[src/rtl/serial_alu_seq_if.sv]
// serial_alu_seq_if
//   Bundles the request and result sides of the bit-serial ALU sequencer.
//
//   Handshake rule, used on both channels: a transfer happens on a rising
//   clock edge where valid && ready are both high. The producer holds valid
//   and its payload until that edge. The consumer may drive ready freely.
//
//   Request channel (producer = requester, consumer = sequencer):
//     start_valid, start_ready, x_in, y_in, sub_in, cin_in, cen_in
//   Result channel (producer = sequencer, consumer = requester):
//     done_valid, done_ready, result_out, carry_out, zero_out, ovf_out
//
//   Modports:
//     master - the requester / result consumer
//     slave  - the sequencer
interface serial_alu_seq_if #(
    parameter int WIDTH = 32
);
    logic             start_valid;
    logic             start_ready;
    logic [WIDTH-1:0] x_in;
    logic [WIDTH-1:0] y_in;
    logic             sub_in;
    logic             cin_in;
    logic [3:0]       cen_in;
    logic             done_valid;
    logic             done_ready;
    logic [WIDTH-1:0] result_out;
    logic             carry_out;
    logic             zero_out;
    logic             ovf_out;

    modport master (
        output start_valid, x_in, y_in, sub_in, cin_in, cen_in, done_ready,
        input  start_ready, done_valid, result_out, carry_out, zero_out, ovf_out
    );

    modport slave (
        input  start_valid, x_in, y_in, sub_in, cin_in, cen_in, done_ready,
        output start_ready, done_valid, result_out, carry_out, zero_out, ovf_out
    );
endinterface

[src/rtl/serial_alu_seq.sv]
// serial_alu_seq
//   Bit-serial operand sequencer wrapped around an external 1-bit adder
//   slice. It accepts two WIDTH-bit operands, streams them LSB first into
//   the slice with the running carry, reassembles the sum bits into a
//   WIDTH-bit result and offers result plus flags on a valid/ready channel.
//
//   Parameters:
//     WIDTH - operand/result width (>= 2)
//     CNT_W - bit counter width (2**CNT_W > WIDTH)
//
//   Ports:
//     clk, rst            - clock, synchronous active-high reset
//     bus (slave)         - request and result channels (see serial_alu_seq_if)
//     x_bit, y_bit, c_bit - bit pair and carry-in for the slice (0 outside SHIFT)
//     c_en                - carry-enable field captured at accept
//     sum_bit, carry_bit  - slice outputs for the current bit
//     state_dbg           - current FSM state (IDLE=0, SHIFT=1, DONE=2)
//
//   Optional feature: define SERIAL_ALU_OVF_EN to generate the signed
//   overflow flag; otherwise ovf_out is tied to 0.
module serial_alu_seq #(
    parameter int WIDTH = 32,
    parameter int CNT_W = 6
) (
    input  logic                clk,
    input  logic                rst,
    serial_alu_seq_if.slave     bus,
    output logic                x_bit,
    output logic                y_bit,
    output logic                c_bit,
    output logic [3:0]          c_en,
    input  logic                sum_bit,
    input  logic                carry_bit,
    output logic [1:0]          state_dbg
);

    typedef enum logic [1:0] {
        IDLE  = 2'd0,
        SHIFT = 2'd1,
        DONE  = 2'd2
    } state_t;

    state_t           state, state_nx;
    logic [WIDTH-1:0] x_sh, y_sh, res_q, res_next;
    logic             carry_q;
    logic [CNT_W-1:0] cnt;
    logic [3:0]       cen_q;
    logic             cout_q, zero_q;
    logic             accept, last_bit, start_ready, done_valid;

    // Sum bits enter at the MSB; after WIDTH shifts the first sum is at bit 0.
    assign res_next = {sum_bit, res_q[WIDTH-1:1]};

    always_ff @(posedge clk) begin
        if (rst) state <= IDLE;
        else     state <= state_nx;
    end

    always_comb begin
        state_nx    = state;
        start_ready = 1'b0;
        done_valid  = 1'b0;
        x_bit       = 1'b0;
        y_bit       = 1'b0;
        c_bit       = 1'b0;
        accept      = 1'b0;
        last_bit    = 1'b0;
        case (state)
            IDLE: begin
                start_ready = 1'b1;
                if (bus.start_valid) begin
                    accept   = 1'b1;
                    state_nx = SHIFT;
                end
            end
            SHIFT: begin
                x_bit    = x_sh[0];
                y_bit    = y_sh[0];
                c_bit    = carry_q;
                last_bit = (cnt == CNT_W'(WIDTH - 1));
                if (last_bit) state_nx = DONE;
            end
            DONE: begin
                done_valid = 1'b1;
                if (bus.done_ready) state_nx = IDLE;
            end
            default: state_nx = IDLE;
        endcase
    end

    always_ff @(posedge clk) begin
        if (rst) begin
            x_sh    <= '0;
            y_sh    <= '0;
            res_q   <= '0;
            carry_q <= 1'b0;
            cnt     <= '0;
            cen_q   <= 4'b0000;
            cout_q  <= 1'b0;
            zero_q  <= 1'b0;
        end else if (accept) begin
            x_sh    <= bus.x_in;
            y_sh    <= bus.sub_in ? ~bus.y_in : bus.y_in;
            // Subtraction is X + ~Y + 1, so the initial carry is forced high.
            carry_q <= bus.sub_in | bus.cin_in;
            cen_q   <= bus.cen_in;
            cnt     <= '0;
            res_q   <= '0;
            cout_q  <= 1'b0;
            zero_q  <= 1'b0;
        end else if (state == SHIFT) begin
            res_q   <= res_next;
            carry_q <= carry_bit;
            x_sh    <= x_sh >> 1;
            y_sh    <= y_sh >> 1;
            cnt     <= cnt + CNT_W'(1);
            if (last_bit) begin
                cout_q <= carry_bit;
                zero_q <= (res_next == '0);
            end
        end
    end

`ifdef SERIAL_ALU_OVF_EN
    logic ovf_q;
    // Signed overflow: carry into the MSB differs from carry out of it.
    always_ff @(posedge clk) begin
        if (rst || accept) ovf_q <= 1'b0;
        else if (last_bit) ovf_q <= carry_q ^ carry_bit;
    end
    assign bus.ovf_out = ovf_q;
`else
    assign bus.ovf_out = 1'b0;
`endif

    assign bus.start_ready = start_ready;
    assign bus.done_valid  = done_valid;
    assign bus.result_out  = res_q;
    assign bus.carry_out   = cout_q;
    assign bus.zero_out    = zero_q;
    assign c_en            = cen_q;
    assign state_dbg       = state;

endmodule

[src/flat_wrapper.sv]
// flat-port wrapper written by rule: the top's interface ports become plain ports
module serial_alu_seq_flat 
#(
    parameter int WIDTH = 32,
    parameter int CNT_W = 6
)
  (clk, rst, x_bit, y_bit, c_bit, c_en, sum_bit, carry_bit, state_dbg, bus_start_valid, bus_x_in, bus_y_in, bus_sub_in, bus_cin_in, bus_cen_in, bus_done_ready, bus_start_ready, bus_done_valid, bus_result_out, bus_carry_out, bus_zero_out, bus_ovf_out);
  serial_alu_seq_if #(.WIDTH(WIDTH)) bus_i ();
  input  logic clk;
  input  logic rst;
  output logic x_bit;
  output logic y_bit;
  output logic c_bit;
  output logic [3:0] c_en;
  input  logic sum_bit;
  input  logic carry_bit;
  output logic [1:0] state_dbg;
  input wire logic [$bits(bus_i.start_valid)-1:0] bus_start_valid;
  input wire logic [$bits(bus_i.x_in)-1:0] bus_x_in;
  input wire logic [$bits(bus_i.y_in)-1:0] bus_y_in;
  input wire logic [$bits(bus_i.sub_in)-1:0] bus_sub_in;
  input wire logic [$bits(bus_i.cin_in)-1:0] bus_cin_in;
  input wire logic [$bits(bus_i.cen_in)-1:0] bus_cen_in;
  input wire logic [$bits(bus_i.done_ready)-1:0] bus_done_ready;
  output wire logic [$bits(bus_i.start_ready)-1:0] bus_start_ready;
  output wire logic [$bits(bus_i.done_valid)-1:0] bus_done_valid;
  output wire logic [$bits(bus_i.result_out)-1:0] bus_result_out;
  output wire logic [$bits(bus_i.carry_out)-1:0] bus_carry_out;
  output wire logic [$bits(bus_i.zero_out)-1:0] bus_zero_out;
  output wire logic [$bits(bus_i.ovf_out)-1:0] bus_ovf_out;
  assign bus_i.start_valid = bus_start_valid;
  assign bus_i.x_in = bus_x_in;
  assign bus_i.y_in = bus_y_in;
  assign bus_i.sub_in = bus_sub_in;
  assign bus_i.cin_in = bus_cin_in;
  assign bus_i.cen_in = bus_cen_in;
  assign bus_i.done_ready = bus_done_ready;
  assign bus_start_ready = bus_i.start_ready;
  assign bus_done_valid = bus_i.done_valid;
  assign bus_result_out = bus_i.result_out;
  assign bus_carry_out = bus_i.carry_out;
  assign bus_zero_out = bus_i.zero_out;
  assign bus_ovf_out = bus_i.ovf_out;
  serial_alu_seq #(.WIDTH(WIDTH), .CNT_W(CNT_W)) u_core (.clk(clk), .rst(rst), .bus(bus_i), .x_bit(x_bit), .y_bit(y_bit), .c_bit(c_bit), .c_en(c_en), .sum_bit(sum_bit), .carry_bit(carry_bit), .state_dbg(state_dbg));
endmodule
[config.mk]
export PLATFORM = sky130hd
export DESIGN_NAME = serial_alu_seq_flat
export DESIGN_NICKNAME = d
export VERILOG_FILES = /design/src/rtl/serial_alu_seq_if.sv /design/src/rtl/serial_alu_seq.sv /design/src/flat_wrapper.sv
export SDC_FILE = /design/constraint.sdc
export NUM_CORES = 1
export LEC_CHECK = 0
export CORE_MARGIN = 5
export CORE_UTILIZATION = 63
export CTS_CLUSTER_SIZE = 30
export DETAILED_ROUTE_END_ITERATION = 8
export DONT_BUFFER_PORTS = 1
export PLACE_DENSITY = 0.77
export SETUP_SLACK_MARGIN = 0.1
export SLEW_MARGIN = 20
export SYNTH_ARGS = -nofsm -noshare
export SYNTH_HDL_FRONTEND = slang
export SYNTH_SLANG_ARGS = --single-unit
[constraint.sdc]
create_clock -name clk -period 1.55 [get_ports clk]
set_input_delay 0.155 -clock clk [delete_from_list [all_inputs] [get_ports clk]]
set_output_delay 0.155 -clock clk [all_outputs]
set_load 0.05 [all_outputs]
# After elaboration in Yosys (flattened, before gate mapping)
# Cells that the tools add are included.
# W data, S select, Z words.
[totals]
latch_bits = 0
mem_count = 0
mem_bits_rw = 0
out_inout_bits = 46
romBits = 0
input_bits = 76
regBits = 111
wordCells = 43
[op_classes]
n_mul = 0
mux = 19
shift = 0
div_mod_pow = 0
magnitude_cmp = 0
n_eq_ne = 6
n_bitwise = 2
addsub = 1
reduce_logical = 6
[op_table]
columns = ["cell", "n"]
rows = [
  ["$mux W32", 5],
  ["$logic_not A32 Y1", 1],
  ["$not A32 Y32", 1],
  ["$mux W1", 10],
  ["$add A6 B1 Y6 const B", 1],
  ["$eq A6 B5 Y1 const B", 1],
  ["$mux W2", 3],
  ["$pmux W2 S3", 1],
  ["$ne A2 B2 Y1 const B", 2],
  ["$reduce_and A3 Y1", 1],
  ["$eq A2 B1 Y1 const B", 1],
  ["$eq A2 B2 Y1 const B", 1],
  ["$logic_not A2 Y1", 1],
  ["$ne A2 B1 Y1 const B", 1],
  ["$reduce_and A2 Y1", 1],
  ["$reduce_bool A2 Y1", 1],
  ["$reduce_or A2 Y1", 1],
  ["$or A1 B1 Y1", 1],
]

# Longest topological paths before layout
[logic_depth]
depth_word = 3
mapped_depth = 7
mapped_depth_nobuf = 4

# Worst setup path before layout
# Ideal clock, no wire load.
[synth_path]
path_kind = "register to output"
from = "register u_core.state[0], in the netlist u_core.state_dbg[0]"
to = "output c_bit"
required_time_ns = 1.395
stages_incl_launch_ff = 6
t_arrival_ns = 1.851
path_buffers = 3
setup_slack_ns = -0.456
cell_sequence = "dfxtp_1 -> buf_6 -> nor2b_1 -> buf_4 -> clkbuf_1 -> and2_1"
[synth_via]
elab_chain_cells = 2
[synth_rtl]
columns = ["element", "line", "source"]
rows = [
  ["start: declaration", "serial_alu_seq.sv:43", "state_t state, state_nx;"],
  ["start signal: assignment", "serial_alu_seq.sv:56", "else state <= state_nx;"],
  ["$eq A2 B1 Y1", "serial_alu_seq.sv:68", "case (state)"],
  ["$mux W1", "serial_alu_seq.sv:68", ""],
  ["end: declaration", "flat_wrapper.sv:13", "output logic c_bit;"],
]
# Every way passes these cells.

# Worst setup path after layout
[layout_path]
from = "register u_core.state[1], in the netlist u_core.state_dbg[1]"
to = "output c_bit"
# Same word-level chain as after synthesis.

==> flow_summary.ini <==
[die]
core-area_um2 = 7214
placementRows = 31
dieHeight_um = 95.79
fp.dieArea_um2 = 9176
num_io_pins = 122
die_width_um = 95.79
initial_core_util_pct = 64.27

[routing]
routed_via_density = 5.815
via_count = 4024
drc = 0
final_antenna_net_count = 0
wl_per_cell_um = 16.54
drt_iter0_drc = 273
finalWirelength_mm = 11.45
dr.pass1.iters = 5

[finish]
drive_gt1_share_pct = 20.24
syn2layout_area_growth_pct = 21.10
final_nets = 665
stdcell_count = 692
n_antenna_cell = 0
fin_area_um2 = 5615

[worst_setup_path]
cp.required_ps = 1390
worst_setup_path_start_kind = register
cp-end-kind = output port
crit_chain = nor2b_4 -> buf_12 -> and2_4
worstSetupPathType = register to output port
crit_path_top_delay_cell = dfxtp_4
r2r_slack_ps = 60
cp_data_arrival_time_ps = 1350
cp_slowest_stage_delay_ps = 400
worstPathMaxFanout = 7

[power_and_ir_drop]
powerDensity_nw_per_um2 = 1007
irDropWorstVdd_mv = 0.6633
power_w = 0.005652
leakage_nw = 2.069

[clock_tree]
clock_sinks = 111
clk_latency_ps = 370
cts_tree = done
clk_pin_slew_ps = 110
ctsHoldBuffers = 1
root_buffer = clkbuf_8
h-tree-depth = 3
tritoncts.num_buffers = 9
clk_path_buf_depth = 2

[yosys]
yosysMostFrequentCell = nand2_1
async_flop_share_pct = 0
ys_ff_latch = 111
synthCells = 553
yosysWarnings = 0
ys_types = 34
post_synth_main_area_contributors = dfxtp_1, nand2_1, a21oi_1
ys.flop_type = dfxtp_1
synth_area_um2 = 4637
synth-edff-count = 0
avgSynthCellArea_um2 = 8.385
yosys.area.top_type = dfxtp_1
syn_nets = 630
yosysSeqAreaShare_pct = 47.92
synth_top_area_share_pct = 47.92
synthTopCellsByCount = nand2_1, dfxtp_1, a21oi_1

[outcome]
violations = hold timing
status = finished with violations

[sta]
final_hold_viol_count = 71
slew_headroom_pct = 65.48
timing.fmax_mhz = 663.1
hold_ws_ps = -159.0
final-max-slew-violation-count = 0
fin_crit_sh_pct = 97.29
setup_viol = 0
tightestPinTransition_ps = 517.1
grt_setup_unrepaired = yes
skew_ps = 12.47
finalWorstPathRequiredPeriod_ps = 1508

[placement]
dpl.cell_count = 656
place.gp.congestion = 0.8074
port_buffers = 0
dpl_cell_area_um2 = 4961
dpl.hpwl_mm = 7.147

[global_route]
grt_max_degree = 74
grt_pass1_vias = 3644
antenna_found_initial = 0
grtUsageTotal_pct = 23.40
grt_pass1_wl_mm = 17.14
grt.overflow.total = 0

[hold_path]
hold_path_class = input pin to register

[job]
drv_cap = 0
-- layout make-up --
class	instances	area, um2
clock buffer	11	141.4
clock inverter	5	62.56
fill	521	1599
inverter	4	15.01
multi-input combinational	390	2290
sequential	111	2232
tap	99	123.9
timing repair buffer	72	750.7
-- stage by stage --
stage                     TNS (ps)  utilization (%)  setup WS (ps)  hold slack [ps]
after floorplan                  0                -          61.38            288.8
after global placement           0            68.77          169.8            223.0
after detailed placement         0            68.77          126.4            223.9
after CTS                        0            73.97          44.03           -165.7
after global routing        -34.49            77.84         -20.93           -178.8
final                            0            77.84          42.04           -159.0
-- state kept, by name, indices dropped and copies added, names as in the netlist --
| signal | flops |
|---|---|
| u_core.bus.zero_out | 1 |
| u_core.state_dbg | 2 |
| u_core.x_sh | 32 |
| u_core.bus.result_out | 32 |
| u_core.y_sh | 32 |
| u_core.carry_q | 1 |
| u_core.cnt | 6 |
| u_core.bus.carry_out | 1 |
| u_core.c_en | 4 |
-- repair_timing --
action                                  in CTS  in global routing
buffers inserted                             9                  4
hold endpoints to repair                    73                 72
endpoints found under the setup margin       6                101
resized for setup                            8                 40
gates cloned                                 2                  4
pin swaps                                    3                 16
-- final timing paths --
check	cells after the start	start	to
setup / recovery	3	u_core.state_dbg[1]$_SDFFE_PP0P_	c_bit
hold reg to reg	2	u_core.y_sh[13]$_SDFFE_PP0P_	u_core.y_sh[13]$_SDFFE_PP0P_
hold / removal	1	rst	u_core.c_en[0]$_SDFFE_PP0P_
setup reg to reg	6	u_core.state_dbg[0]$_SDFFE_PP0P_	u_core.x_sh[5]$_SDFFE_PP0P_
-- metal layers --
layer,global-route usage [%],part of all wire [%],vias to the layer above
met5,0,0,-
met4,10.66,2.3,0
met2,38.16,51,139
met3,6.177,6.9,22
met1,28.95,40,1885
li1,-,-,1978
-- kinds of logic (layout without fill, tap and decap cells) --
family                   Yosys count  in the layout  synth area share, %
AO/OA/AOI/OAI                    179            179                23.12
XOR/XNOR                          34             34                6.422
adder cells (fa/ha/maj)            1              1               0.2698
buffers and inverters             52             92                5.693
flip-flops                       111            111                47.92
other                              1              1              0.08087
AND/OR/NAND/NOR                  175            175                16.49
-- placed cells by master, fill, tap and decap left out, types with 2 or more instances in the layout --
cell / Yosys / layout
nand2_1: 142 / 141
dfxtp_1: 111 / 107
a21oi_1: 106 / 103
a22oi_1: 62 / 48
buf_4: 4 / 48
xor2_1: 33 / 33
a22oi_2: 0 / 14
buf_6: 3 / 12
clkbuf_8: 0 / 10
nor4_1: 8 / 8
o21ai_0: 5 / 5
nor2_1: 4 / 4
inv_1: 4 / 4
buf_12: 0 / 4
and2_4: 0 / 3
a21oi_2: 0 / 3
or3_1: 3 / 3
nand3_1: 3 / 3
clkbuf_16: 0 / 3
nor2b_4: 0 / 2
o31ai_2: 1 / 2
or4_1: 2 / 2
nand4_1: 2 / 2
inv_6: 0 / 2
buf_8: 0 / 2
dfxtp_2: 0 / 2
dfxtp_4: 0 / 2
-- power breakdown --
group          leakage [nW]  switching, W  internal, W
clock                 0.105      0.000972     0.000809
combinational          1.06      0.000430     0.000360
sequential            0.908     0.0000988      0.00298
-- critical path, delay by kind of cell, from the launching register on --
family                 cells  cell delay (ps)
AND/OR/NAND/NOR            2              440
flip-flops                 1              400
buffers and inverters      1              140
No activity file was read; power rests on OpenSTA's default activity.
